## src/rtl/light_pkg.sv

```systemverilog
// Shared light-level code meanings and ramp state encoding for the light FSM and dimmer.
package light_pkg;

  localparam logic [1:0] LIGHT_OFF  = 2'd0;
  localparam logic [1:0] LIGHT_LOW  = 2'd1;
  localparam logic [1:0] LIGHT_MID  = 2'd2;
  localparam logic [1:0] LIGHT_HIGH = 2'd3;

  typedef enum logic [1:0] {
    RAMP_IDLE = 2'd0,
    RAMP_UP   = 2'd1,
    RAMP_DOWN = 2'd2
  } ramp_state_t;

  // Step timer width; a divide-by-1 ramp still needs a 1-bit timer
  function automatic int unsigned timer_width(input int unsigned div);
    return (div > 1) ? int'($clog2(div)) : 1;
  endfunction

endpackage

```

## src/rtl/pwm_core.sv

```systemverilog
// PWM generator: free-running period counter, duty latched only at the period boundary.
module pwm_core #(
  parameter int unsigned PWM_BITS = 8
) (
  input  logic                i_clk,
  input  logic                i_reset,
  input  logic [PWM_BITS-1:0] i_duty,
  output logic                o_pwm
);

  localparam int unsigned         MAX      = (2 ** PWM_BITS) - 1;
  localparam logic [PWM_BITS-1:0] CNT_LAST = PWM_BITS'(MAX - 1);
  localparam logic [PWM_BITS-1:0] CNT_ONE  = PWM_BITS'(1);

  logic [PWM_BITS-1:0] cnt;
  logic [PWM_BITS-1:0] duty_q;

  // Period of MAX cycles lets duty 0 stay low and duty MAX stay high
  always_ff @(posedge i_clk or posedge i_reset) begin
    if (i_reset) begin
      cnt    <= '0;
      duty_q <= '0;
      o_pwm  <= 1'b0;
    end else begin
      if (cnt == CNT_LAST) begin
        cnt    <= '0;
        duty_q <= i_duty;
      end else begin
        cnt <= cnt + CNT_ONE;
      end
      o_pwm <= (cnt < duty_q);
    end
  end

endmodule

```

## src/rtl/light_dimmer.sv

```systemverilog
// LED dimmer: decodes the light level, ramps duty one LSB per RAMP_DIV cycles, drives PWM.
module light_dimmer
  import light_pkg::*;
#(
  parameter int unsigned PWM_BITS = 8,
  parameter int unsigned RAMP_DIV = 100000,
  parameter int unsigned LVL1     = 64,
  parameter int unsigned LVL2     = 160,
  parameter int unsigned LVL3     = 255
) (
  input  logic                i_clk,
  input  logic                i_reset,
  input  logic [1:0]          i_light,
  output logic                o_pwm,
  output logic [PWM_BITS-1:0] o_duty,
  output logic                o_busy
);

  localparam int unsigned         TIMER_W    = timer_width(RAMP_DIV);
  localparam logic [TIMER_W-1:0]  TIMER_LAST = TIMER_W'(RAMP_DIV - 1);
  localparam logic [TIMER_W-1:0]  TIMER_ONE  = TIMER_W'(1);
  localparam logic [PWM_BITS-1:0] DUTY_ONE   = PWM_BITS'(1);

  logic [1:0]          r_light;
  logic [PWM_BITS-1:0] target;
  logic [PWM_BITS-1:0] cur_duty;
  logic [PWM_BITS-1:0] duty_d;
  logic [TIMER_W-1:0]  timer_q;
  logic [TIMER_W-1:0]  timer_d;
  ramp_state_t         state_q;
  ramp_state_t         state_d;

  always_ff @(posedge i_clk or posedge i_reset) begin
    if (i_reset) begin
      r_light <= LIGHT_OFF;
    end else begin
      r_light <= i_light;
    end
  end

  always_comb begin
    target = '0;
    case (r_light)
      LIGHT_LOW:  target = PWM_BITS'(LVL1);
      LIGHT_MID:  target = PWM_BITS'(LVL2);
      LIGHT_HIGH: target = PWM_BITS'(LVL3);
      default:    target = '0;
    endcase
  end

  // Target is re-evaluated every cycle; a reversal restarts the step interval
  always_comb begin
    state_d = state_q;
    duty_d  = cur_duty;
    timer_d = timer_q;
    case (state_q)
      RAMP_IDLE: begin
        if (cur_duty < target) begin
          state_d = RAMP_UP;
          timer_d = '0;
        end else if (cur_duty > target) begin
          state_d = RAMP_DOWN;
          timer_d = '0;
        end
      end
      RAMP_UP: begin
        if (target == cur_duty) begin
          state_d = RAMP_IDLE;
          timer_d = '0;
        end else if (target < cur_duty) begin
          state_d = RAMP_DOWN;
          timer_d = '0;
        end else if (timer_q == TIMER_LAST) begin
          duty_d  = cur_duty + DUTY_ONE;
          timer_d = '0;
          if (duty_d == target) begin
            state_d = RAMP_IDLE;
          end
        end else begin
          timer_d = timer_q + TIMER_ONE;
        end
      end
      RAMP_DOWN: begin
        if (target == cur_duty) begin
          state_d = RAMP_IDLE;
          timer_d = '0;
        end else if (target > cur_duty) begin
          state_d = RAMP_UP;
          timer_d = '0;
        end else if (timer_q == TIMER_LAST) begin
          duty_d  = cur_duty - DUTY_ONE;
          timer_d = '0;
          if (duty_d == target) begin
            state_d = RAMP_IDLE;
          end
        end else begin
          timer_d = timer_q + TIMER_ONE;
        end
      end
      default: begin
        state_d = RAMP_IDLE;
        timer_d = '0;
      end
    endcase
  end

  always_ff @(posedge i_clk or posedge i_reset) begin
    if (i_reset) begin
      state_q  <= RAMP_IDLE;
      cur_duty <= '0;
      timer_q  <= '0;
      o_busy   <= 1'b0;
    end else begin
      state_q  <= state_d;
      cur_duty <= duty_d;
      timer_q  <= timer_d;
      o_busy   <= (state_d != RAMP_IDLE);
    end
  end

  assign o_duty = cur_duty;

  pwm_core #(
    .PWM_BITS (PWM_BITS)
  ) u_pwm_core (
    .i_clk   (i_clk),
    .i_reset (i_reset),
    .i_duty  (cur_duty),
    .o_pwm   (o_pwm)
  );

endmodule

```

## config.mk

```make
export PLATFORM = sky130hd
export DESIGN_NAME = light_dimmer
export DESIGN_NICKNAME = d
export VERILOG_FILES = /design/src/rtl/light_pkg.sv /design/src/rtl/pwm_core.sv /design/src/rtl/light_dimmer.sv
export SDC_FILE = /design/constraint.sdc
export NUM_CORES = 1
export LEC_CHECK = 0
export ABC_AREA = 1
export CORE_ASPECT_RATIO = 0.9
export CORE_MARGIN = 4
export CORE_UTILIZATION = 46
export CTS_CLUSTER_DIAMETER = 100
export DETAILED_ROUTE_END_ITERATION = 8
export PLACE_DENSITY = 0.66
export SYNTH_ARGS = -nofsm -noshare
export SYNTH_HDL_FRONTEND = slang
export SYNTH_SLANG_ARGS = --single-unit
```

## constraint.sdc

```tcl
create_clock -name i_clk -period 2 [get_ports i_clk]
set_input_delay 0.4 -clock i_clk [delete_from_list [all_inputs] [get_ports i_clk]]
set_output_delay 0.4 -clock i_clk [all_outputs]
set_load 0.005 [all_outputs]
```

==> qor.yml, run 1 <==
status: "finished with violations"
failed_checks: "setup timing"
setup_viol: 16
via_per_inst: 5.11
worstSkewPairLatency_ps: 300
synth.ff_latch_count: 47
maxCapViolCount: 0
ir_worst_vdd_uv: 517
cp-end-kind: "flop"
rsz0062_at_grt: "true"
grt_pass1_vias: 2885
final-hold-violation-count: 0
drt_iter0_markers: 149
initial_utilization_pct: 48.4
cts.htree.levels: 2
ys_seq_area_share_pct: 36.1
power_density_mw_per_mm2: 589
criticalPathCategory: "reg2reg"
synth_area_mm2: 0.00326
synth-edff-count: 0
synth_top_family_by_area: "simple AND/OR/NAND/NOR gates"
async_flop_share_pct: 100
routed_wl_um: 8100
synthAdderAreaFrac_pct: 9.22
synth_compound_gate_area_share_pct: 9.49
ys.flop_type: "dfrtp_1"
fp.dieArea_mm2: 0.00849
ys_top_cells_by_area: "dfrtp_1, nand2_1, ha_1"
min_period_ps: 2090
netlist_instances: 457
floorplan.die.height_um: 87.8
fin_util_pct: 62.5
fin_crit_sh_pct: 104
wire_per_inst_um: 13.2
synth_xor_xnor_area_share_pct: 3.65
slew_violations: 0
grt_use_total_pct: 19.4
via_count: 3128
fmax_mhz: 479
p_leak_nw: 2.02
drc: 0
synth_common_cells: "nand2_1, inv_1, dfrtp_1"
clock_skew_ps: 7.87
io_buffers: 13
synth.top_cell.area_share_pct: 36.1
boundaryPins: 14
synth_cell_types: 33
syn2layout_area_growth_pct: 29.1
yosysMostFrequentCell: "nand2_1"
relSlewSlack_pct: 75.5
timing.final.ws_setup_ps: -86.9
reg2reg_to: "o_busy"
row_count: 28
coreArea_mm2: 0.00673
critPathRequiredTime_ps: 2200
rr_worst_depth: 13
cp_max_fo: 4
synth_area_leader_cell: "dfrtp_1"
mappedNetlistNets: 485
hpwl_um: 6060
hp-class: "in2async"
grt_overflow_total: 0
synth.area.mux_share_pct: 0
rrSetupSlack_ps: -90
worstSetupStartpointType: "flop"
die_w_um: 96.7
drive_above_1_share_pct: 24.3
place_area_mm2: 0.00384
cts.sinks: 47
worst_pin_slew_ps: 366
clk_pin_slew_ps: 90
ant_nets: 0
grt_pass1_wl_um: 13500
diodes: 0
routabilityCongestion: 0.868
cts_max_path_buffers: 2
arrival_ps: 2290
grt_max_degree: 23
fin_nets: 549
place_ws_ps: -161
final_area_mm2: 0.00420
ys_warn_count: 0
cts_tree: "done"
grt_antenna_before_repair: 0
cts_root_buf: "clkbuf_8"
detail_route.first_pass.iterations: 4
cts_buffers: 5
yosys.area_share.simple_pct: 33.0
synth.avg_cell_area_um2: 7.12
timing.rr.start: "r_light[1]"
metal layers:
metal / wire length, um / part of all wire [%] / global-route usage (%) / vias to the layer above
met2: 3780 / 47 / 31.8 / 60
met5: 0 / 0 / 0 / -
met3: 452 / 5.6 / 4.94 / 9
met1: 3800 / 47 / 26.2 / 1461
met4: 64 / 0.79 / 3.95 / 0
li1: - / - / - / 1598
registers in the layout, indices dropped and copies added (netlist names):
signal	cells
timer_q	17
r_light	2
u_pwm_core.cnt	8
u_pwm_core.duty_q	8
o_busy	1
o_duty	8
u_pwm_core.o_pwm	1
state_q	2
critical path, stage by stage (launching register included):
cell and delay [ps]:
dfrtp_1 440, nand2_4 100, buf_6 130, ha_1 300, inv_2 70, nand4_1 170
nor3_2 280, nand3_2 140, nand2_1 80, nand2_1 50, nand2_1 50, nand2_1 50
nand2_1 70, nand2_1 60
cells in the final DEF (no fill, tap or decap), types with 2 or more instances in the layout:
cell type | synthesis | routed
ha_4 | 0 | 5
o21ai_1 | 9 | 10
nand3_2 | 2 | 5
xor2_1 | 9 | 8
or2_2 | 2 | 2
buf_6 | 1 | 3
nand2_4 | 0 | 4
ha_1 | 24 | 18
clkdlybuf4s50_1 | 0 | 13
o21ai_0 | 26 | 22
nor2_4 | 0 | 2
xnor2_1 | 2 | 2
buf_12 | 0 | 2
o21ai_2 | 0 | 3
buf_4 | 1 | 45
inv_1 | 58 | 51
dfrtp_1 | 47 | 45
nor2_2 | 5 | 12
inv_2 | 4 | 8
dfrtp_2 | 0 | 2
nand4_1 | 9 | 9
nand3_1 | 38 | 35
clkbuf_8 | 0 | 5
a21oi_2 | 0 | 3
nand2_2 | 4 | 11
nor2_1 | 41 | 32
nand2_1 | 129 | 119
a21oi_1 | 18 | 15
o211ai_1 | 2 | 2
inv_4 | 0 | 2
nor3_1 | 9 | 6
nor3_2 | 3 | 6
layout make-up:
type                    count  area, um2
well taps                  90        113
flip-flops and latches     47       1180
clock inverters             3       43.8
multi-input cells         341       2010
repair buffers             63        542
fillers                   608       2520
inverters                  63        246
clock buffers               5       68.8
what timing repair did:
action,CTS,global route
hold buffers,0,0
buffers inserted,5,1
cloned,1,0
pin swaps,16,20
gates resized for setup,24,35
setup endpoints to repair,23,27
through the flow:
step / hold slack (ps) / setup TNS, ps / cells / total power, mW
floorplan: 431 / 0 / 457 / 1.47
global placement: 469 / -482 / 597 / 1.70
detailed placement: 475 / -1400 / 597 / 1.70
CTS: 394 / -222 / 611 / 2.47
global route: 416 / -3610 / 612 / 2.65
finish: 381 / -691 / 612 / 2.48
how the worst max path moves through the flow:
stage	startpoint	endpoint	slack [ps]
2_1_floorplan	r_light[0]	o_duty[6]	2
3_3_place_gp	r_light[1]	timer_q[7]	-80
3_5_place_dp	r_light[1]	timer_q[7]	-160
4_1_cts	o_duty[1]	o_busy	-30
5_1_grt	timer_q[0]	o_busy	-240
6_report	r_light[1]	o_busy	-90
report_power, final:
| part | switching [mW] | internal, mW | leakage [nW] |
|---|---|---|---|
| Sequential | 0.0468 | 0.994 | 0.629 |
| Combinational | 0.441 | 0.288 | 1.33 |
| Clock | 0.336 | 0.373 | 0.0581 |
| Total | 0.823 | 1.65 | 2.02 |
cell families after synthesis:
family                     after synthesis
buffers and inverters                   70
and+or+nand+nor                        245
adders and majority gates               24
AOI/OAI and AO/OA                       59
DFF                                     47
xor gates and xnor gates                12
No activity file was read; power rests on OpenSTA's default activity.
==> run 2, diff against run 1 <==
--- a/config.mk
+++ b/config.mk
@@ -7,7 +7,7 @@
 export LEC_CHECK = 0
 export ABC_AREA = 1
 export CORE_ASPECT_RATIO = 0.9
-export CORE_MARGIN = 4
+export CORE_MARGIN = 10
 export CORE_UTILIZATION = 46
 export CTS_CLUSTER_DIAMETER = 100
 export DETAILED_ROUTE_END_ITERATION = 8
==> run 2 against run 1 <==
  * The run still ends with setup timing left
  * Non-clock buffer count grew 9
  * Global-route usage fell by 3.6 points
  * Final area rose by 2.8%
  * Clock-buffer cell count increased by 2
  * Cell count up 2.0%
  * Clock skew rose by 1.9 ps
  * Worst hold slack got worse by 1.8 ps
  * Setup slack better by 29 ps
  * Via count increased by 2.0%
  * Die area grew 28%
  * Power up 2.1%
  * Critical path depth did not move
==> qor.yml, run 2 (synthesis results as in run 1) <==
row_count: 29  # +3.6%
hold_buffers: 0  # unchanged
final_common_cell: "nand2_1"
switching_share_pct: 33.7  # +0.51 points
relSlewSlack_pct: 74.3  # -1.2 points
io_buffers: 13  # unchanged
p_int_mw: 1.68  # +1.3%
cp-end-kind: "flop"
seqCellArea_mm2: 0.00118  # +0.21%
power_density_mw_per_mm2: 586  # -0.65%
max_stage_delay_ps: 400  # -40 ps
fillers: 633  # +4.1%
fmax_mhz: 486  # +1.4%
clock_skew_ps: 9.77  # +1.90 ps
routed_wl_um: 8390  # +3.6%
min_period_ps: 2060  # -29.0 ps
top_register: "timer_q"
p_switching_uw: 854  # +3.7%
drt_iter0_markers: 238  # +60%
grt_overflow_total: 0  # unchanged
setup_viol: 20  # +4
cts_max_path_buffers: 2  # unchanged
fin_nets: 558  # +1.6%
slew_violations: 0  # unchanged
status: "finished with violations"
drc: 0  # unchanged
grt_pass1_wl_um: 14000  # +4.1%
wire_per_inst_um: 13.4  # +1.6%
cts_root_buf: "clkbuf_8"
final_cell_mix: "nand2_1, inv_1, buf_4"
fin_util_pct: 62.0  # -0.47 points
timing.final.ws_setup_ps: -57.9  # +29.0 ps
hpwl_um: 6090  # +0.45%
cts_tree: "done"
worstSetupStartpointType: "flop"
slowest_stage: "dfrtp_1"
grt_antenna_before_repair: 0  # unchanged
floorplan.die.height_um: 99.8  # +14%
drive_above_1_share_pct: 25.6  # +1.3 points
stdcell_count: 624  # +2.0%
critPathRequiredTime_ps: 2190  # about the same
worst_pin_slew_ps: 382  # +16.2 ps
routabilityCongestion: 0.893  # +2.8%
rsz0062_at_grt: "true"
ir_worst_vdd_uv: 435  # -16%
total_power_mw: 2.53  # +2.1%
largest_reg_flops: 17  # unchanged
grt_max_degree: 28  # +22%
initial_utilization_pct: 46.7  # -1.7 points
clk_pin_slew_ps: 90  # about the same
via_per_inst: 5.11  # about the same
coreArea_mm2: 0.00697  # +3.6%
hp-class: "in2async"
dp.cells: 597  # unchanged
clockPowerShare_pct: 27.7  # -0.9 points
reg2reg_to: "timer_q[10]"
arrival_ps: 2250  # -40 ps
maxCapViolCount: 0  # unchanged
final-hold-violation-count: 0  # unchanged
cp_max_fo: 7  # +3
rrSetupSlack_ps: -60  # +30 ps
ant_nets: 0  # unchanged
p_leak_nw: 2.08  # +2.7%
via_count: 3190  # +2.0%
die_w_um: 109  # +12%
criticalPathCategory: "reg2reg"
cts_buffers: 5  # unchanged
detail_route.first_pass.iterations: 4  # unchanged
power_frac_seq_pct: 41.3  # -0.7 points
timing.rr.start: "o_duty[1]"
worstSkewPairLatency_ps: 310  # about the same
pwr-share-comb_pct: 31.1  # +1.7 points
setup.worst_path.start: "o_duty[1]"
boundaryPins: 14  # unchanged
fin_crit_sh_pct: 103  # -1.4 points
diodes: 0  # unchanged
syn2layout_area_growth_pct: 32.7
multi_input_area_mm2: 0.00205  # +1.7%
fp.dieArea_mm2: 0.0108  # +28%
crit_path_cell_trace: "inv_2 -> buf_12 -> ha_4 -> a21oi_2 -> o21ai_1 -> nand2_1 -> nand2_2 -> inv_4 -> nor2_4 -> nand2_4 -> buf_6 -> a31oi_1 -> nor2_1"
grt_pass1_vias: 3012  # +4.4%
grt_use_total_pct: 15.8  # -3.6 points
failed_checks: "setup timing"
rr_worst_depth: 13  # unchanged
cts.htree.levels: 2  # unchanged
cts.sinks: 47  # unchanged
## run 2: cell types whose count changed in the layout (fill, tap and decap cells not counted), sizes merged
cell    before  now
buf         50   59
clkbuf       5    7
clkinv       3    1
## run 2: how the worst max path moves through the flow
| stage | end | slack [ps] | cells after the start |
|---|---|---|---|
| 3_5_place_dp | timer_q[5] | -200 | 14 |
| 2_1_floorplan | o_duty[6] | 2 | 14 |
| 6_report | timer_q[10] | -60 | 13 |
| 3_3_place_gp | timer_q[7] | -110 | 14 |
| 5_1_grt | o_busy | -190 | 13 |
| 4_1_cts | o_busy | -9 | 15 |
## run 2: worst max-delay path: cells and delay by family (launching register included)
kind	cells	cell delay (ps)
fa+ha+maj	1	260
simple gates	5	560
flops	1	400
compound gates	3	300
buf+inv	4	420
## run 2: stage by stage
step / area, um2 / worst slack, ps / setup TNS, ps / hold slack, ps
floorplan: 3290 / 2.41 / 0 / 431
CTS: 4130 / -8.77 / -12.5 / 391
global placement: 3820 / -108 / -1150 / 472
finish: 4320 / -57.9 / -564 / 379
detailed placement: 3820 / -201 / -2410 / 474
global route: 4320 / -194 / -3560 / 407
## run 2: power by group through the flow
stage / logic (mW) / clock network, mW / registers (mW)
final: 0.786 / 0.700 / 1.04
after global routing: 0.886 / 0.745 / 1.05
after CTS: 0.699 / 0.716 / 1.04
after detailed placement: 0.636 / 0 / 1.06
after global placement: 0.622 / 0 / 1.06
after floorplan: 0.425 / 0 / 1.05
## run 2: timing repair
action	4_1_cts	5_1_grt
buffers inserted	13	5
cloned	1	0
endpoints found under the setup margin	27	28
gates resized for setup	25	41
pin swaps	16	16
## run 2: per-layer routing
| layer | vias up | track usage, % | routed length (um) |
|---|---|---|---|
| met3 | 11 | 2.69 | 416 |
| met2 | 52 | 24.7 | 3980 |
| met4 | 0 | 4.26 | 104 |
| li1 | 1617 | - | - |
| met5 | - | 0 | 0 |
| met1 | 1510 | 22.0 | 3890 |
## run 2: final cells by class
| cell class | count | share of cell area (%) |
|---|---|---|
| inverters | 63 | 5.76 |
| clock buffers | 7 | 1.77 |
| clock inverters | 1 | 0.695 |
| well taps | 93 | 2.69 |
| flip-flops and latches | 47 | 27.3 |
| repair buffers | 72 | 14.4 |
| multi-input cells | 341 | 47.4 |
==> RTL edit 1: new RTL, settings of run 2 <==
The output `o_busy` loses its register stage (`o_busy` becomes a continuous assignment).
--- a/src/rtl/light_dimmer.sv
+++ b/src/rtl/light_dimmer.sv
@@ -110,12 +110,12 @@
       cur_duty <= '0;
       timer_q  <= '0;
-      o_busy   <= 1'b0;
     end else begin
       state_q  <= state_d;
       cur_duty <= duty_d;
       timer_q  <= timer_d;
-      o_busy   <= (state_d != RAMP_IDLE);
     end
   end
+
+  assign o_busy = (state_d != RAMP_IDLE);
 
   assign o_duty = cur_duty;
Check against the original RTL: not equivalent (Yosys sat finds a counterexample within 4 cycles, from zero or initial values and one cycle with i_reset high).
==> RTL edit 1 against run 2 <==
The flow still finishes with violations (negative setup slack). Fmax is 23% lower. Critical path depth is 1 higher. Die area is 0.63% lower. Area after synthesis is 0.77% lower. Worst setup slack worse by 0.61 ns. Largest cell class unchanged. Critical endpoint is now o_busy. Sequential cell count is 1 lower. Non-clock buffer count is 33 higher. Power is 2.6% higher. Sequential power is 5% lower. Final area is 5.2% higher. Routed wire length is 3.8% higher.
==> RTL edit 1: results (changes against run 2) <==
* Dpl cells at 635 (+6.4%)
* Setup Viol. Count Final at 26 (+30%)
* Worst-Margin Slew at 0.372 ns (-0.0107 ns)
* DRT Pass-1 Iters at 5 (+1)
* Clk Latency, worst-skew pair at 0.31 ns (about the same)
* GRT Overall Usage at 16.7% (+0.95 points)
* Vias at 3,323 (+4.2%)
* Diodes inserted at 0 (unchanged)
* Syn Inst Count at 456 (-0.22%)
* CTS Buf Count at 5 (unchanged)
* Setup TNS at -7.34 ns (-6.77 ns)
* Crit-path max FO at 4 (-3)
* Layout Nets at 590 (+5.7%)
* Ys async rst share at 100% (unchanged)
* CP arrival at 2.27 ns (+0.02 ns)
* Port buffer count at 13 (unchanged)
* Max reg flops at 17 (unchanged)
* Largest net degree at the start of global routing at 47 (+68%)
* Proportion of layout cells with a drive suffix above 1 at 30.7% (+5.1 points)
* Post-route ant nets at 0 (unchanged)
* Slowest cell on the critical path: dfrtp_2
* Leakage at 0.00219 uW (+5.4%)
* Routed WL per cell at 13.3 um (-0.84%)
* Syn nets at 484 (-0.21%)
* Max stage delay on crit path at 0.45 ns (+0.05 ns)
* Number of gates resized after CTS at 39 (+56%)
* # Post-CTS Setup Buffers at 7 (-6)
* Worst VDD drop at 0.636 mV (+46%)
* Synth cell count leaders: 129 x nand2_1, 58 x inv_1, 46 x dfrtp_1
* Failing checks: negative setup slack
* H-tree levels at 2 (unchanged)
* Sw Ratio at 36.2% (+2.4 points)
* Combinational Power at 1030 uW (+31%)
* Pre-CTS WS at -0.710 ns (-0.509 ns)
* Register area share after synthesis at 35.6% (-0.49 points)
* Final worst setup slack at -0.667 ns (-0.609 ns)
* Clock skew at 0.0149 ns (+0.00510 ns)
* Top post-synthesis cells by area: dfrtp_1 36%, nand2_1 15%, ha_1 9.3%, inv_1 6.7%, nand3_1 5.9%
* Final HPWL DP at 6380 um (+4.7%)
* Antenna violations before repair at 0 (unchanged)
* Status: finished with violations
* Fillcell total at 554 (-12%)
* Clock Power Share at 22.5% (-5.2 points)
* Placed cell area at 4140 um^2 (+8.4%)
* Starting DRT DRC Count at 208 (-13%)
* First-pass GRT wire length at 14,900 um (+6.1%)
* Final Wtd Congestion at 0.899 (+0.65%)
* Worst Hold Class: in -> async
* Clk power at 584 uW (-17%)
* Post-Route WL at 8710 um (+3.8%)
## RTL edit 1: cell types whose count changed in the layout (fill, tap and decap cells not counted), moves of 4 or more
cell	delta
buf_4	+32
inv_2	+4
nand2_1	+4
nand2_2	-4
nand3_2	-4
nor2_2	+4
## RTL edit 1: cells by family after synthesis
group	after synthesis	synth area share (%)
simple gates	245	33.2
buf+inv	70	8.60
compound gates	59	9.57
flops	46	35.6
fa+ha+maj	24	9.30
xor+xnor	12	3.68
## RTL edit 1: worst min-delay path, cell delays in order
cell and delay (ns):
clkdlybuf4s50_1 0.41, inv_2 0.07, buf_12 0.25
## RTL edit 1: layer usage
layer / vias to the layer above / part of all wire, % / track usage (%)
met2: 66 / 51 / 28.9
met5: - / 0 / 0
met3: 7 / 3.5 / 2.71
met4: 0 / 0.65 / 4.36
met1: 1560 / 45 / 21.1
li1: 1690 / - / -
## RTL edit 1: final timing paths
path / from / end / slack [ns] / cells after the start
setup reg to reg: r_light[1] / timer_q[2] / -0.39 / 18
hold reg to reg: u_pwm_core.duty_q[1] / u_pwm_core.duty_q[1] / 0.49 / 2
max in group asynchronous: i_reset / r_light[1] / 1.33 / 3
hold / removal: i_reset / o_duty[2] / 0.45 / 3
min in group i_clk: u_pwm_core.duty_q[1] / u_pwm_core.duty_q[1] / 0.49 / 2
setup / recovery: r_light[1] / o_busy / -0.67 / 14
## RTL edit 1: layout make-up
class / count / area (um^2) / area share [%]
Timing Repair Buffer: 105 / 868 / 19.1
Multi-Input combinational cell: 340 / 2060 / 45.3
Clock buffer: 5 / 68.8 / 1.51
Tap cell: 90 / 113 / 2.48
Clock inverter: 3 / 21.3 / 0.468
Inverter: 63 / 251 / 5.53
Timing Repair inverter: 1 / 7.51 / 0.165
Sequential cell: 46 / 1160 / 25.4
==> RTL edit 2: new RTL, flow settings as in run 2 <==
Made on the original files. `PWM_BITS` is set to 8 in 2 places; all go to 9.
--- a/src/rtl/pwm_core.sv
+++ b/src/rtl/pwm_core.sv
@@ -1,5 +1,5 @@
 // PWM generator: free-running period counter, duty latched only at the period boundary.
 module pwm_core #(
-  parameter int unsigned PWM_BITS = 8
+  parameter int unsigned PWM_BITS = 9
 ) (
   input  logic                i_clk,
--- a/src/rtl/light_dimmer.sv
+++ b/src/rtl/light_dimmer.sv
@@ -3,5 +3,5 @@
   import light_pkg::*;
 #(
-  parameter int unsigned PWM_BITS = 8,
+  parameter int unsigned PWM_BITS = 9,
   parameter int unsigned RAMP_DIV = 100000,
   parameter int unsigned LVL1     = 64,
Interface: changed (resized o_duty); port bits go from 14 to 15. The function was not compared with the original's and may differ.
==> RTL edit 2 against run 2 <==
The run still ends with negative setup slack left. First-iteration DRC count increased by 2.1%. Final area increased by 9.2%. Worst setup slack got worse by 0.13 ns. Critical path depth shrank 1. Clock power fell by 18%. Die area rose by 8.3%. Routed wire length up 13%. Area after synthesis increased by 10%. Sequential cell count grew 3. Power grew 2.2%. Critical path type unchanged. Critical endpoint is now o_duty[0].
==> RTL edit 2: results (changes against run 2) <==
* Final HPWL DP at 6910 um (+14%)
* Final worst setup slack at -0.193 ns (-0.135 ns)
* Clkbuf count at 6 (-1)
* Met1 Track Usage GR at 21.8% (-0.17 points)
* Invs w/o clock at 80 (+27%)
* RR Startpoint: r_light[1]
* Hold WS at 0.459 ns (+0.0803 ns)
* Netlist cell types at 37 (+12%)
* Met2 wire len at 4480 um (+13%)
* Post-Route WL at 9450 um (+13%)
* GRT Overall Usage at 15.5% (-0.29 points)
* Sw Ratio at 36.0% (+2.3 points)
* Sequential group power at 1090 uW (+5%)
* # Post-CTS Setup Buffers at 2 (-11)
* DRT Pass-1 Iters at 5 (+1)
* Clock skew at 0.00844 ns (-0.00133 ns)
* Register area share after synthesis at 34.8% (-1.3 points)
* CP Capture Point: o_duty[0]
* Proportion of layout cells with a drive suffix above 1 at 23.6% (-2.0 points)
* Power Dens Cells at 548 nW/um^2 (-6.4%)
* Psw at 931 uW (+9.1%)
* Multi-input gate area at 2370 um^2 (+16%)
* CP arrival at 2.38 ns (+0.13 ns)
* Synth cell count leaders: 151 x nand2_1, 75 x inv_1, 61 x nor2_1
* Count of multi-input gates at 383 (+12%)
* Starting DRT DRC Count at 243 (+2.1%)
* Worst VDD drop at 0.573 mV (+32%)
* Fillcell total at 697 (+10%)
* GR Util met3 at 2.42% (-0.27 points)
* Status: finished with violations
* Vias per cell at 5.16 (+0.98%)
* First-pass GRT wire length at 15,600 um (+11%)
* Vias in the first global route at 3,331 (+11%)
* Syn Area/Cell at 6.93 um^2 (-2.7%)
* Top post-synthesis cells by area: dfrtp_1 35%, nand2_1 16%, ha_1 8.7%, inv_1 7.8%, nor2_1 6.4%
* Slew Limit Headroom at 65.0% (-9.3 points)
* Final Util at 62.2% (+0.20 points)
* Non-Filler Instances at 685 (+9.8%)
* Wl on met1 at 4410 um (+13%)
* Syn nets at 547 (+13%)
* Fraction of area in registers at 26.6% (-0.79 points)
* FF-to-FF path depth at 12 (-1)
* Antenna violations before repair at 0 (unchanged)
* Layout clock area frac at 1.70% (-0.76 points)
* Clock Power Share at 22.1% (-5.6 points)
* Dpl cells at 668 (+12%)
* Setup TNS at -3.91 ns (-3.34 ns)
* Pre-CTS WS at -0.138 ns (+0.0627 ns)
* Seq_cells at 50 (+6.4%)
* Worst Hold Class: in -> async
* Failing checks: negative setup slack
* Nonclk buf count at 69 (-4.2%)
* Number of gates resized after CTS at 21 (-16%)
* Layout Nets at 618 (+11%)
* Leakage at 0.00225 uW (+8.4%)
* GRT met2 Usage at 24.2% (-0.49 points)
* Largest net degree at the start of global routing at 51 (+82%)
* Final Wtd Congestion at 0.890 (-0.30%)
* Setup Viol. Count Final at 28 (+40%)
* Met3 WL at 466 um (+12%)
==> RTL edit 2: changes by cell type in the layout (fill, tap and decap cells not counted), moves of 4 or more <==
cell	change
xor2_1	+5
nor3_1	+4
dfrtp_1	+6
nor2_1	+15
inv_2	+6
inv_1	+11
nand2_1	+17
nand3_1	-8
==> RTL edit 2: cells by family (layout without fill, tap and decap cells) <==
logic type | Yosys count | after routing | synth area share [%]
adders and majority gates | 25 | 25 | 8.71
DFF | 50 | 50 | 34.8
AOI/OAI and AO/OA | 64 | 64 | 10.0
buffers and inverters | 87 | 156 | 9.41
xor gates and xnor gates | 15 | 15 | 3.66
and+or+nand+nor | 277 | 279 | 33.3
==> RTL edit 2: critical path, cell delays in order, from the launching register on <==
cell     delay, ns
dfrtp_2       0.47
nand2_4       0.12
inv_8         0.06
ha_4          0.23
a21oi_1       0.17
nor2_1        0.07
o21ai_2       0.16
nand3_4       0.14
nand2_4       0.13
nand2_4       0.09
nand2_8       0.11
nand3_4       0.14
xor2_1        0.20
